`src/rtl/lsu_pkg.sv`:
```
// Shared decode constants, FSM state type and access-size helper for the load/store unit.
package lsu_pkg;

    localparam logic [2:0] F3_B  = 3'b000;
    localparam logic [2:0] F3_H  = 3'b001;
    localparam logic [2:0] F3_W  = 3'b010;
    localparam logic [2:0] F3_BU = 3'b100;
    localparam logic [2:0] F3_HU = 3'b101;

    typedef enum logic [2:0] {
        S_IDLE,
        S_RD_LO,
        S_RD_HI,
        S_WR_LO,
        S_WR_HI,
        S_DONE
    } lsu_state_t;

    // Access size in bytes; 0 marks an encoding with no defined width.
    function automatic logic [2:0] f3_size(input logic [2:0] f3);
        case (f3)
            F3_B, F3_BU: f3_size = 3'd1;
            F3_H, F3_HU: f3_size = 3'd2;
            F3_W:        f3_size = 3'd4;
            default:     f3_size = 3'd0;
        endcase
    endfunction

endpackage

```
`src/rtl/lsu_lane_merge.sv`:
```
// Byte-lane datapath: load extraction with extension, and store merge into a {hi,lo} word pair.
module lsu_lane_merge
    import lsu_pkg::*;
(
    input  logic [31:0] i_lo,
    input  logic [31:0] i_hi,
    input  logic [1:0]  i_off,
    input  logic [2:0]  i_size,
    input  logic        i_signed,
    input  logic [31:0] i_wdata,
    output logic [31:0] o_load,
    output logic [31:0] o_merged_lo,
    output logic [31:0] o_merged_hi
);

    logic [63:0] w_pair;
    logic [63:0] w_shift;
    logic [63:0] w_merged;

    assign w_pair  = {i_hi, i_lo};
    assign w_shift = w_pair >> {i_off, 3'b000};

    // Pick the low bytes of the shifted window and extend to 32 bits.
    always_comb begin
        o_load = w_shift[31:0];
        case (i_size)
            3'd1: o_load = {{24{i_signed & w_shift[7]}}, w_shift[7:0]};
            3'd2: o_load = {{16{i_signed & w_shift[15]}}, w_shift[15:0]};
            default: o_load = w_shift[31:0];
        endcase
    end

    // Overwrite lanes off..off+size-1 with the low store bytes; other lanes keep their read value.
    always_comb begin
        w_merged = w_pair;
        for (int i = 0; i < 4; i++) begin
            if (i < int'(i_size)) begin
                w_merged[8*(int'(i_off)+i) +: 8] = i_wdata[8*i +: 8];
            end
        end
    end

    assign o_merged_lo = w_merged[31:0];
    assign o_merged_hi = w_merged[63:32];

endmodule

```
`src/rtl/load_store_unit.sv`:
```
// RV32I load/store sequencer: turns byte/half/word accesses into whole-word memory reads and writes.
//
// state   | meaning
// IDLE    | waiting for a request
// RD_LO   | reading the word holding the first byte
// RD_HI   | reading the following word of a spanning access
// WR_LO   | writing the merged low word
// WR_HI   | writing the merged high word
// DONE    | one-cycle completion, rdata/err valid
module load_store_unit
    import lsu_pkg::*;
#(
    parameter bit          ALLOW_MISALIGNED = 1'b1,
    parameter logic [31:0] RESET_RDATA      = 32'h0000_0000
) (
    input  logic        i_clk,
    input  logic        i_rst,
    input  logic        i_req,
    input  logic        i_we,
    input  logic [2:0]  i_funct3,
    input  logic [31:0] i_addr,
    input  logic [31:0] i_wdata,
    output logic [31:0] o_rdata,
    output logic        o_done,
    output logic        o_err,
    output logic        o_busy,
    output logic        o_mem_read,
    output logic        o_mem_write,
    output logic [31:0] o_mem_addr,
    output logic [31:0] o_mem_wdata,
    input  logic [31:0] i_mem_rdata
);

    lsu_state_t  r_state, w_next;
    logic        r_we, r_err;
    logic [2:0]  r_funct3;
    logic [31:0] r_addr, r_wdata, r_lo, r_hi, r_rdata;

    logic [2:0]  w_in_size, w_size;
    logic        w_in_span, w_in_err, w_span;
    logic [31:0] w_addr_lo, w_addr_hi, w_load, w_mlo, w_mhi;

    assign w_in_size = f3_size(i_funct3);
    assign w_in_span = ({1'b0, i_addr[1:0]} + w_in_size) > 3'd4;
    assign w_in_err  = (w_in_size == 3'd0) || (i_we && i_funct3[2]) ||
                       (w_in_span && !ALLOW_MISALIGNED);

    assign w_size    = f3_size(r_funct3);
    assign w_span    = ({1'b0, r_addr[1:0]} + w_size) > 3'd4;
    assign w_addr_lo = {r_addr[31:2], 2'b00};
    assign w_addr_hi = w_addr_lo + 32'd4;

    lsu_lane_merge u_lane (
        .i_lo        (r_lo),
        .i_hi        (r_hi),
        .i_off       (r_addr[1:0]),
        .i_size      (w_size),
        .i_signed    (~r_funct3[2]),
        .i_wdata     (r_wdata),
        .o_load      (w_load),
        .o_merged_lo (w_mlo),
        .o_merged_hi (w_mhi)
    );

    // State register.
    always_ff @(posedge i_clk) begin
        if (i_rst) r_state <= S_IDLE;
        else       r_state <= w_next;
    end

    // Next-state selection; aligned SW skips the read since every lane is overwritten.
    always_comb begin
        w_next = r_state;
        case (r_state)
            S_IDLE: begin
                if (i_req) begin
                    if (w_in_err)                                     w_next = S_DONE;
                    else if (i_we && i_funct3 == F3_W && i_addr[1:0] == 2'b00) w_next = S_WR_LO;
                    else                                              w_next = S_RD_LO;
                end
            end
            S_RD_LO: w_next = w_span ? S_RD_HI : (r_we ? S_WR_LO : S_DONE);
            S_RD_HI: w_next = r_we ? S_WR_LO : S_DONE;
            S_WR_LO: w_next = w_span ? S_WR_HI : S_DONE;
            S_WR_HI: w_next = S_DONE;
            S_DONE:  w_next = S_IDLE;
            default: w_next = S_IDLE;
        endcase
    end

    // Output decode; address and write data are forced to zero outside memory cycles.
    always_comb begin
        o_busy      = (r_state != S_IDLE);
        o_done      = (r_state == S_DONE);
        o_err       = (r_state == S_DONE) && r_err;
        o_mem_read  = (r_state == S_RD_LO) || (r_state == S_RD_HI);
        o_mem_write = (r_state == S_WR_LO) || (r_state == S_WR_HI);
        o_mem_addr  = 32'h0;
        o_mem_wdata = 32'h0;
        case (r_state)
            S_RD_LO: o_mem_addr = w_addr_lo;
            S_RD_HI: o_mem_addr = w_addr_hi;
            S_WR_LO: begin o_mem_addr = w_addr_lo; o_mem_wdata = w_mlo; end
            S_WR_HI: begin o_mem_addr = w_addr_hi; o_mem_wdata = w_mhi; end
            default: ;
        endcase
        o_rdata = (o_done && !r_we && !r_err) ? w_load : r_rdata;
    end

    // Request capture, read-word capture and held load result.
    always_ff @(posedge i_clk) begin
        if (i_rst) begin
            r_we     <= 1'b0;
            r_err    <= 1'b0;
            r_funct3 <= 3'b000;
            r_addr   <= 32'h0;
            r_wdata  <= 32'h0;
            r_lo     <= 32'h0;
            r_hi     <= 32'h0;
            r_rdata  <= RESET_RDATA;
        end else begin
            case (r_state)
                S_IDLE: if (i_req) begin
                    r_we     <= i_we;
                    r_err    <= w_in_err;
                    r_funct3 <= i_funct3;
                    r_addr   <= i_addr;
                    r_wdata  <= i_wdata;
                end
                S_RD_LO: r_lo <= i_mem_rdata;
                S_RD_HI: r_hi <= i_mem_rdata;
                S_DONE:  if (!r_we && !r_err) r_rdata <= w_load;
                default: ;
            endcase
        end
    end

endmodule

```
`config.mk`:
```
export PLATFORM = sky130hd
export DESIGN_NAME = load_store_unit
export DESIGN_NICKNAME = d
export VERILOG_FILES = /design/src/rtl/lsu_pkg.sv /design/src/rtl/lsu_lane_merge.sv /design/src/rtl/load_store_unit.sv
export SDC_FILE = /design/constraint.sdc
export NUM_CORES = 1
export LEC_CHECK = 0
export BUFFER_PORTS_ARGS = -buffer_cell sky130_fd_sc_hd__buf_2
export CELL_PAD_IN_SITES_DETAIL_PLACEMENT = 1
export CELL_PAD_IN_SITES_GLOBAL_PLACEMENT = 1
export CORE_UTILIZATION = 37
export CTS_BUF_LIST = sky130_fd_sc_hd__clkbuf_4 sky130_fd_sc_hd__clkbuf_8 sky130_fd_sc_hd__clkbuf_16
export CTS_CLUSTER_SIZE = 8
export DETAILED_ROUTE_END_ITERATION = 8
export PLACE_DENSITY_LB_ADDON = 0.1
export SETUP_SLACK_MARGIN = 0.5
export SKIP_LAST_GASP = 1
export SLEW_MARGIN = 15
export SYNTH_ARGS = -nofsm -noshare
export SYNTH_HDL_FRONTEND = slang
export SYNTH_SLANG_ARGS = --single-unit
```
`constraint.sdc`:
```
create_clock -name i_clk -period 3.2 [get_ports i_clk]
set_input_delay 0 -clock i_clk [delete_from_list [all_inputs] [get_ports i_clk]]
set_output_delay 0 -clock i_clk [all_outputs]
set_load 0.01 [all_outputs]
```
==> impl_metrics.json, run 1 <==
{
  "cp_max_fo": 7,
  "placed_area_um2": 12440,
  "synth.distinct_cells": 78,
  "max_freq_mhz": 357.9,
  "period_minus_slack_ns": 2.794,
  "r2r_cells": 10,
  "initial_core_util_pct": 37.93,
  "drive_gt1_share_pct": 27.29,
  "async_flop_share_pct": 0,
  "total_power_uw": 6648,
  "met3_usage_pct": 4.987,
  "critPathLaunch": "r_addr[1]",
  "placement.io_buffers": 201,
  "r2r-end": "r_state[1]",
  "antenna_found_initial": 2,
  "yosys_warnings": 0,
  "path_clk_slew_ns": 0.09,
  "power.density_nw_per_um2": 442.5,
  "rsz0062_at_grt": "true",
  "maxCapViolCount": 0,
  "drt-total-wl_um": 50700,
  "cts-root-buf": "clkbuf_16",
  "crit_type": "flop to output pin",
  "hp-class": "input port to flop",
  "crit_path_end": "o_mem_wdata[13]",
  "yosys_most_used_dff": "dfxtp_1",
  "area_growth_pct": 36.89,
  "die_x_um": 174.2,
  "drt_iter0_markers": 1282,
  "tns_ns": 0,
  "ir_worst_vdd_uv": 354.6,
  "grtUsageMet1_pct": 42.29,
  "io_pins": 204,
  "core-area_um2": 28940,
  "synth_area_um2": 10980,
  "required_ns": 3.20,
  "row_count": 62,
  "yosysSeqAreaShare_pct": 30.64,
  "final_hold_viol_count": 0,
  "firstDrtPassIters": 5,
  "gp_congestion": 1.019,
  "die_h_um": 174.2,
  "status": "finished clean",
  "crit_arrival_ns": 2.79,
  "syn_area_per_cell_um2": 7.332,
  "worst_setup_path_end_kind": "output pin",
  "leakagePower_uw": 0.005651,
  "viasPerCell": 5.981,
  "grt_pass1_vias": 12740,
  "die-area_um2": 30360,
  "setup_viol": 0,
  "synthCells": 1497,
  "fin_skew_ns": 0.01928,
  "global_route.usage.met2_pct": 51.46,
  "synth_top_area_share_pct": 30.64,
  "slew_headroom_pct": 43.28,
  "final_util_pct": 51.92,
  "track_usage_pct": 31.96,
  "vias": 13020,
  "cts_tree": "built",
  "grt_busiest_layer": "met2",
  "wl_per_cell_um": 23.29,
  "num-nets-final": 1894,
  "synth_area_leaders": "dfxtp_1 31%, nand2_1 12%, a21oi_1 10%",
  "drc": 0,
  "synth_edf_count": 0,
  "ys_ff_latch": 168,
  "period_share_pct": 87.31,
  "grt_pass1_wl_um": 74910,
  "design_area_um2": 15020,
  "dp_hpwl_um": 35750,
  "antenna_left": 0,
  "slew_violations": 0,
  "cts_sinks": 168,
  "grt_max_degree": 75,
  "ff2ff_setup_slack_ns": 0.72,
  "worst_pin_slew_ns": 0.8508,
  "htreeDepth": 4,
  "reg2reg_from": "r_funct3[1]",
  "cts_max_path_buffers": 2,
  "startpoint_type": "flop",
  "insertion_delay_ns": 0.44,
  "synth.largest_area_cell": "dfxtp_1",
  "grt.overflow.total": 0,
  "cts_buffers": 17
}
-- report_power, final --
part	internal [uW]	switching [uW]	total (uW)
sequential	2250	305	2550
combinational	797	1130	1920
clock	1070	1100	2170
-- critical path, cell delays in order (launching register included) --
cell      delay (ns)
dfxtp_4         0.44
inv_8           0.06
ha_4            0.25
buf_8           0.14
buf_8           0.12
buf_4           0.13
nor2_4          0.21
buf_4           0.15
buf_6           0.11
buf_4           0.15
nand3_1         0.08
o211ai_1        0.15
a221o_1         0.21
buf_2           0.14
-- final cells by class --
cell class                 count  area (um^2)
timing repair buffer         396         2851
clock buffer                  17        425.4
antenna                        1        2.502
multi-input combinational   1179         7616
tap                          384        480.5
clock inverter                15        195.2
fill                        3548        13910
inverter                      17        76.32
sequential                   168         3377
-- state kept, by name, summed over array words and instances (netlist names) --
| signal | cells |
|---|---|
| r_funct3 | 3 |
| r_wdata | 32 |
| r_lo | 32 |
| r_addr | 32 |
| r_state | 3 |
| r_err | 1 |
| r_rdata | 32 |
| r_hi | 32 |
| r_we | 1 |
-- what timing repair did --
item / 4_1_cts / 5_1_grt
endpoints found under the setup margin: 58 / 60
endpoints found under the hold margin: 133 / 0
buffers inserted: 16 / 30
hold buffers: 101 / 0
resized for setup: 76 / 69
pin swaps: 16 / 24
-- worst min-delay path by stage --
stage / endpoint / start / cells after the start
floorplan: r_addr[0] / i_addr[0] / 2
global placement: r_addr[22] / i_addr[22] / 3
detailed placement: r_wdata[19] / i_wdata[19] / 3
CTS: r_rdata[17] / i_rst / 2
global route: r_rdata[16] / i_rst / 2
finish: r_rdata[24] / i_rst / 2
-- routing by layer --
layer,share of wire (%),routed length (um)
met1,42,21320
met2,47,23750
met3,7.3,3690
met4,3.8,1919
met5,0.026,13
-- metrics by stage --
| stage | hold WS (ns) | setup WS [ns] | cells |
|---|---|---|---|
| floorplan | 0.1256 | 0.4958 | 1498 |
| global placement | 0.2406 | 0.4542 | 1997 |
| detailed placement | 0.2483 | 0.3217 | 1997 |
| CTS | 0.1396 | 0.4737 | 2146 |
| global route | 0.1647 | 0.3589 | 2177 |
| finish | 0.1295 | 0.4062 | 2177 |
-- layout by cell type, fill, tap and decap left out, types with 8 or more instances in the layout --
master         synthesis  layout
nor2b_1               46      43
a221o_1                9       9
clkbuf_16              0      17
a31oi_1               12      12
buf_2                 21     200
inv_1                 17      14
a22oi_1               12      12
nor2_1                73      68
a22o_1                14      14
mux4_2                32      32
buf_4                  3      77
o32ai_2                0      13
dfxtp_1              168     161
o211ai_1              10      10
and3_1                10       9
mux2i_1               20      19
o21ai_0               92      82
a21oi_1              222     214
o31ai_1                9       9
nand2_1              358     351
nor3_1                19      10
dlygate4sd3_1          0     101
nand3_1               41      41
nand2b_1              17       9
nand4_1               16      16
mux2_2                 8       8
-- Yosys cell counts (7+ instances only) --
| library cell | number |
|---|---|
| nand2_1 | 358 |
| a21oi_1 | 222 |
| dfxtp_1 | 168 |
| clkbuf_1 | 102 |
| o21ai_0 | 92 |
| nor2_1 | 73 |
| nor2b_1 | 46 |
| nand3_1 | 41 |
| mux4_2 | 32 |
| buf_2 | 21 |
| mux2i_1 | 20 |
| nor3_1 | 19 |
| inv_1 | 17 |
| nand2b_1 | 17 |
| o32ai_1 | 17 |
| nand4_1 | 16 |
| a22o_1 | 14 |
| a22oi_1 | 12 |
| a31oi_1 | 12 |
| ha_1 | 11 |
| and3_1 | 10 |
| o211ai_1 | 10 |
| a221o_1 | 9 |
| o31ai_1 | 9 |
| a211oi_1 | 8 |
| buf_1 | 8 |
| mux2_2 | 8 |
| a221oi_1 | 7 |
-- kinds of logic after synthesis --
family	synth area share, %
mux	9.211
flops	30.64
buf+inv	5.506
xor+xnor	0.5586
other cells	0.03417
simple gates	26.53
fa+ha+maj	1.436
compound gates	26.08
Power figures use the tool's default switching activity.
==> inputs of run 2 (changes only) <==
Settings changed: SETUP_SLACK_MARGIN 0.5 to 0.3.
==> impl_metrics.json, run 2 (synthesis results as in run 1) <==
{
  "status": "finished clean",
  "drc": 0,
  "worst_setup_path_end_kind": "output pin",
  "leakagePower_uw": 0.005491,
  "slew_headroom_pct": 48.20,
  "fin_ws_ns": 0.2720,
  "hp-class": "input port to flop",
  "setup_viol": 0,
  "grt.overflow.total": 0,
  "fin_hold_ws_ns": 0.03050,
  "gp_congestion": 1.028,
  "nFillCells": 3613,
  "maxCapViolCount": 0,
  "crit_arrival_ns": 2.93,
  "io_pins": 204,
  "cts_max_path_buffers": 2,
  "mostFrequentLayoutCell": "nand2_1",
  "cts-root-buf": "clkbuf_16",
  "cp_max_fo": 7,
  "period_share_pct": 91.50,
  "vias": 12830,
  "multi_input_area_um2": 7466,
  "die_x_um": 174.2,
  "path_clk_slew_ns": 0.07,
  "reg2reg_from": "r_addr[0]",
  "final_util_pct": 50.37,
  "insertion_delay_ns": 0.46,
  "drive_gt1_share_pct": 25.27,
  "core-area_um2": 28940,
  "grt_pass1_wl_um": 75150,
  "area_growth_pct": 32.80,
  "rsz0062_at_grt": "true",
  "grt_max_degree": 67,
  "ff2ff_setup_slack_ns": 0.69,
  "final_cell_mix": "354 x nand2_1, 214 x a21oi_1, 200 x buf_2",
  "die_h_um": 174.2,
  "r2r_cells": 10,
  "wl_per_cell_um": 23.29,
  "fin_skew_ns": 0.01330,
  "cts_buffers": 17,
  "antenna_left": 0,
  "track_usage_pct": 32.35,
  "htreeDepth": 4,
  "period_minus_slack_ns": 2.928,
  "worst_pin_slew_ns": 0.7770,
  "row_count": 62,
  "ir_worst_vdd_uv": 454.2,
  "initial_core_util_pct": 37.93,
  "cts_sinks": 168,
  "viasPerCell": 5.949,
  "drt-total-wl_um": 50240,
  "firstDrtPassIters": 5,
  "grt_pass1_vias": 12720,
  "num-nets-final": 1876,
  "crit_type": "flop to output pin",
  "r2r-end": "r_state[1]",
  "startpoint_type": "flop",
  "dp_hpwl_um": 36360,
  "dpl_worst_slack_ns": 0.3809,
  "drt_iter0_markers": 1121,
  "whs_path_depth": 2,
  "total_power_uw": 6385,
  "register_area_um2": 3368,
  "die-area_um2": 30360,
  "tns_ns": 0,
  "slew_violations": 0,
  "cts_tree": "built",
  "antennaDiodeCount": 0,
  "min_to": "r_rdata[11]",
  "final_hold_viol_count": 0,
  "placement.io_buffers": 201,
  "max_freq_mhz": 341.5,
  "power.density_nw_per_um2": 438.1,
  "antenna_found_initial": 0,
  "required_ns": 3.20,
  "holdCritStartpoint": "i_rst"
}
-- run 2: cell types whose count changed in the layout (fill, tap and decap cells not counted), moves of 4 or more --
cell / change
a211oi_1: +4
clkinv_8: -6
dfxtp_2: -4
buf_4: -11
o21ai_0: +5
inv_8: -6
dfxtp_1: +5
-- run 2: worst max-delay path by stage --
stage                          from               to  slack [ns]  depth (start not counted)
after floorplan           r_addr[0]   o_mem_wdata[2]        0.31                         13
after global placement    r_addr[0]  o_mem_wdata[28]        0.41                         10
after detailed placement  r_addr[0]   o_mem_wdata[4]        0.38                          7
after CTS                 r_addr[0]  o_mem_wdata[25]        0.28                         10
after global routing      r_addr[0]   o_mem_wdata[7]        0.16                          9
final                     r_addr[0]   o_mem_wdata[7]        0.27                          9
-- run 2: worst max-delay path, stage by stage, from the launching register on --
cell        delay (ns)
dfxtp_4           0.39
clkinvlp_4        0.18
ha_4              0.22
or4b_4            0.49
a2111oi_4         0.32
buf_6             0.18
a221o_1           0.14
nor2_1            0.05
o32ai_2           0.30
buf_2             0.20
-- run 2: metal layers --
layer / routed length [um] / part of all wire (%) / track usage [%] / up-vias
met2: 23510 / 47 / 52.66 / 505
met1: 21510 / 43 / 41.97 / 6343
met4: 1865 / 3.7 / 13.67 / 0
li1: - / - / - / 5889
met5: 0 / 0 / 0 / -
met3: 3356 / 6.7 / 5.731 / 96
-- run 2: where the power goes --
group / internal (uW) / switching (uW) / leakage (uW) / total, uW
clock: 1050 / 958 / 0.000271 / 2010
combinational: 731 / 1110 / 0.00385 / 1840
sequential: 2250 / 284 / 0.00137 / 2530
total: 4030 / 2350 / 0.00549 / 6390
-- run 2: cell type report --
class                           instances  share of cell area [%]
Inverter                               17                  0.4636
Timing Repair Buffer                  377                   18.15
Multi-Input combinational cell       1180                   51.22
Clock inverter                         11                  0.6009
Tap cell                              384                   3.296
Clock buffer                           20                   3.159
Sequential cell                       168                   23.11
-- run 2: timing repair --
action / CTS / global route
endpoints found under the hold margin: 135 / 0
endpoints found under the setup margin: 32 / 31
hold buffers: 101 / 0
pin swaps: 4 / 13
gates resized for setup: 34 / 66
buffers inserted: 3 / 14
cloned: 0 / 1
-- run 2: metrics by stage --
stage,std cells,instance area (um^2)
finish,2157,14580
global route,2157,14580
CTS,2142,14200
detailed placement,2007,12480
global placement,2007,12480
floorplan,1498,11060
==> inputs of run 3 (changes only) <==
Settings changed: ABC_AREA set to 1, CORE_UTILIZATION 37 to 35.
==> impl_metrics.json, run 3 <==
{
  "dp_hpwl_um": 45140,
  "track_usage_pct": 33.48,
  "cpLargestDelayFamily": "buffers and inverters",
  "synth_xor_area_share_pct": 0.2896,
  "cp_max_fo": 16,
  "slew_headroom_pct": 28.97,
  "grt.overflow.total": 0,
  "crit_type": "flop to output pin",
  "die_h_um": 187.9,
  "period_minus_slack_ns": 2.792,
  "hp-class": "input port to flop",
  "power.density_nw_per_um2": 622.9,
  "final_hold_viol_count": 0,
  "max_stage_delay_ns": 0.40,
  "antennaDiodeCount": 0,
  "synth_compound_gate_area_share_pct": 20.22,
  "status": "finished clean",
  "initial_core_util_pct": 35.80,
  "core-area_um2": 33780,
  "synth.largest_area_cell": "dfxtp_1",
  "multi_input_area_um2": 7331,
  "critPathSlowestCell": "dfxtp_2",
  "leakagePower_uw": 0.007052,
  "synth_area_um2": 12100,
  "cts_sinks": 168,
  "rsz0062_at_grt": "true",
  "drc": 0,
  "yosysMostFrequentCell": "nand2_1",
  "htreeDepth": 4,
  "die-area_um2": 35310,
  "row_count": 67,
  "antenna_left": 0,
  "synth-simple-area-share_pct": 37.98,
  "nFillCells": 4690,
  "insertion_delay_ns": 0.46,
  "antenna_found_initial": 0,
  "period_share_pct": 87.26,
  "cp_common_cell": "nor2_1",
  "worst_setup_path_end_kind": "output pin",
  "drt-total-wl_um": 59240,
  "yosys_warnings": 0,
  "synth.mux.area_fraction_pct": 0,
  "drive_gt1_share_pct": 13.96,
  "synth.distinct_cells": 37,
  "synth_top_area_share_pct": 27.81,
  "gp_congestion": 0.9310,
  "drt_iter0_markers": 1076,
  "ys_ff_latch": 168,
  "maxCapViolCount": 0,
  "placement.io_buffers": 201,
  "syn_area_per_cell_um2": 5.652,
  "area_growth_pct": 25.41,
  "cts-root-buf": "clkbuf_16",
  "vias": 15230,
  "synthCells": 2140,
  "async_flop_share_pct": 0,
  "tns_ns": 0,
  "synth_top_family_by_area": "simple AND/OR/NAND/NOR gates",
  "ir_worst_vdd_uv": 429.8,
  "mostFrequentLayoutCell": "nand2_1",
  "max_freq_mhz": 358.1,
  "cts_buffers": 17,
  "synth_area_leaders": "dfxtp_1 28%, nand2_1 18%, o21ai_0 11%",
  "path_clk_slew_ns": 0.07,
  "dpl_worst_slack_ns": 0.7480,
  "firstDrtPassIters": 5,
  "fin_ws_ns": 0.4075,
  "final_cell_mix": "581 x nand2_1, 262 x o21ai_0, 240 x nor2_1",
  "wl_per_cell_um": 20.85,
  "die_x_um": 187.9,
  "register_area_um2": 3364,
  "synth_edf_count": 0,
  "num-nets-final": 2495,
  "synthTopCellsByCount": "587 x nand2_1, 264 x o21ai_0, 242 x nor2_1",
  "setup_viol": 0,
  "path_cells": "clkinv_2 -> ha_1 -> inv_2 -> buf_4 -> nand2_2 -> buf_6 -> nor2_1 -> nor2_1 -> o21ai_0 -> nand3_1 -> nand2_1 -> buf_2",
  "grt_pass1_wl_um": 89960,
  "fin_skew_ns": 0.01073,
  "slew_violations": 0,
  "startpoint_type": "flop",
  "crit_buf_inv": 5,
  "yosys_most_used_dff": "dfxtp_1",
  "io_pins": 204,
  "cts_tree": "built",
  "crit_arrival_ns": 2.79,
  "viasPerCell": 5.360,
  "cts_max_path_buffers": 2,
  "worst_pin_slew_ns": 1.062,
  "yosysSeqAreaShare_pct": 27.81,
  "grt_pass1_vias": 15180,
  "synthAdderAreaFrac_pct": 1.303,
  "grt_max_degree": 73,
  "required_ns": 3.20,
  "final_util_pct": 44.90
}
run 3: what timing repair did:
item                                    in CTS  in global routing
endpoints found under the setup margin      21                 35
hold buffers                               101                  0
endpoints found under the hold margin      135                  0
buffers inserted                             1                  3
pin swaps                                    1                  1
resized for setup                            7                 29
run 3: final timing paths:
kind                                   from               to  slack [ns]  cells after the start
worst min register to register      r_hi[5]          r_hi[5]        0.49                      2
worst max register to register   r_state[0]       r_state[1]        0.93                      7
worst max-delay path              r_addr[0]  o_mem_wdata[12]        0.41                     12
worst min-delay path            i_wdata[20]      r_wdata[20]        0.04                      3
run 3: kinds of logic (layout without fill, tap and decap cells):
group | Yosys count | count (layout)
and+or+nand+nor | 1107 | 1107
AOI/OAI and AO/OA | 474 | 474
other | 1 | 2
xor gates and xnor gates | 4 | 4
adders and majority gates | 12 | 12
DFF | 168 | 168
buffers and inverters | 374 | 626
run 3: stage by stage:
step / instances / area [um^2] / hold slack (ns) / total power (uW)
after CTS: 2838 / 15050 / 0.02169 / 9312
final: 2841 / 15170 / 0.04328 / 9449
after floorplan: 2141 / 12100 / 0.1349 / 5432
after global routing: 2841 / 15170 / 0.06387 / 9994
after global placement: 2704 / 13450 / 0.2300 / 7081
after detailed placement: 2704 / 13450 / 0.2327 / 7138
run 3: final cells by class:
cell class / instances / share of cell area [%]
multi-input cells: 1599 / 48.33
well taps: 448 / 3.695
clock inverters: 14 / 0.7836
flip-flops and latches: 168 / 22.18
clock buffers: 18 / 2.854
repair buffers: 344 / 15.87
inverters: 250 / 6.286
run 3: routing by layer:
layer,vias to the layer above,routed length [um],GRT usage [%]
met3,96,2319,3.612
met1,7367,27390,44.69
met5,-,0,0
li1,7346,-,-
met4,0,2427,14.20
met2,418,27100,54.63
run 3: worst min-delay path, delay by kind of cell:
family	cells	cell delay [ns]
AO/OA/AOI/OAI	2	0.39
buffers and inverters	1	0.07
run 3: report_power, final:
| part | leakage (uW) | internal [uW] | switching (uW) |
|---|---|---|---|
| combinational | 0.00540 | 1300 | 3180 |
| clock | 0.000275 | 1020 | 1020 |
| sequential | 0.00138 | 2490 | 438 |
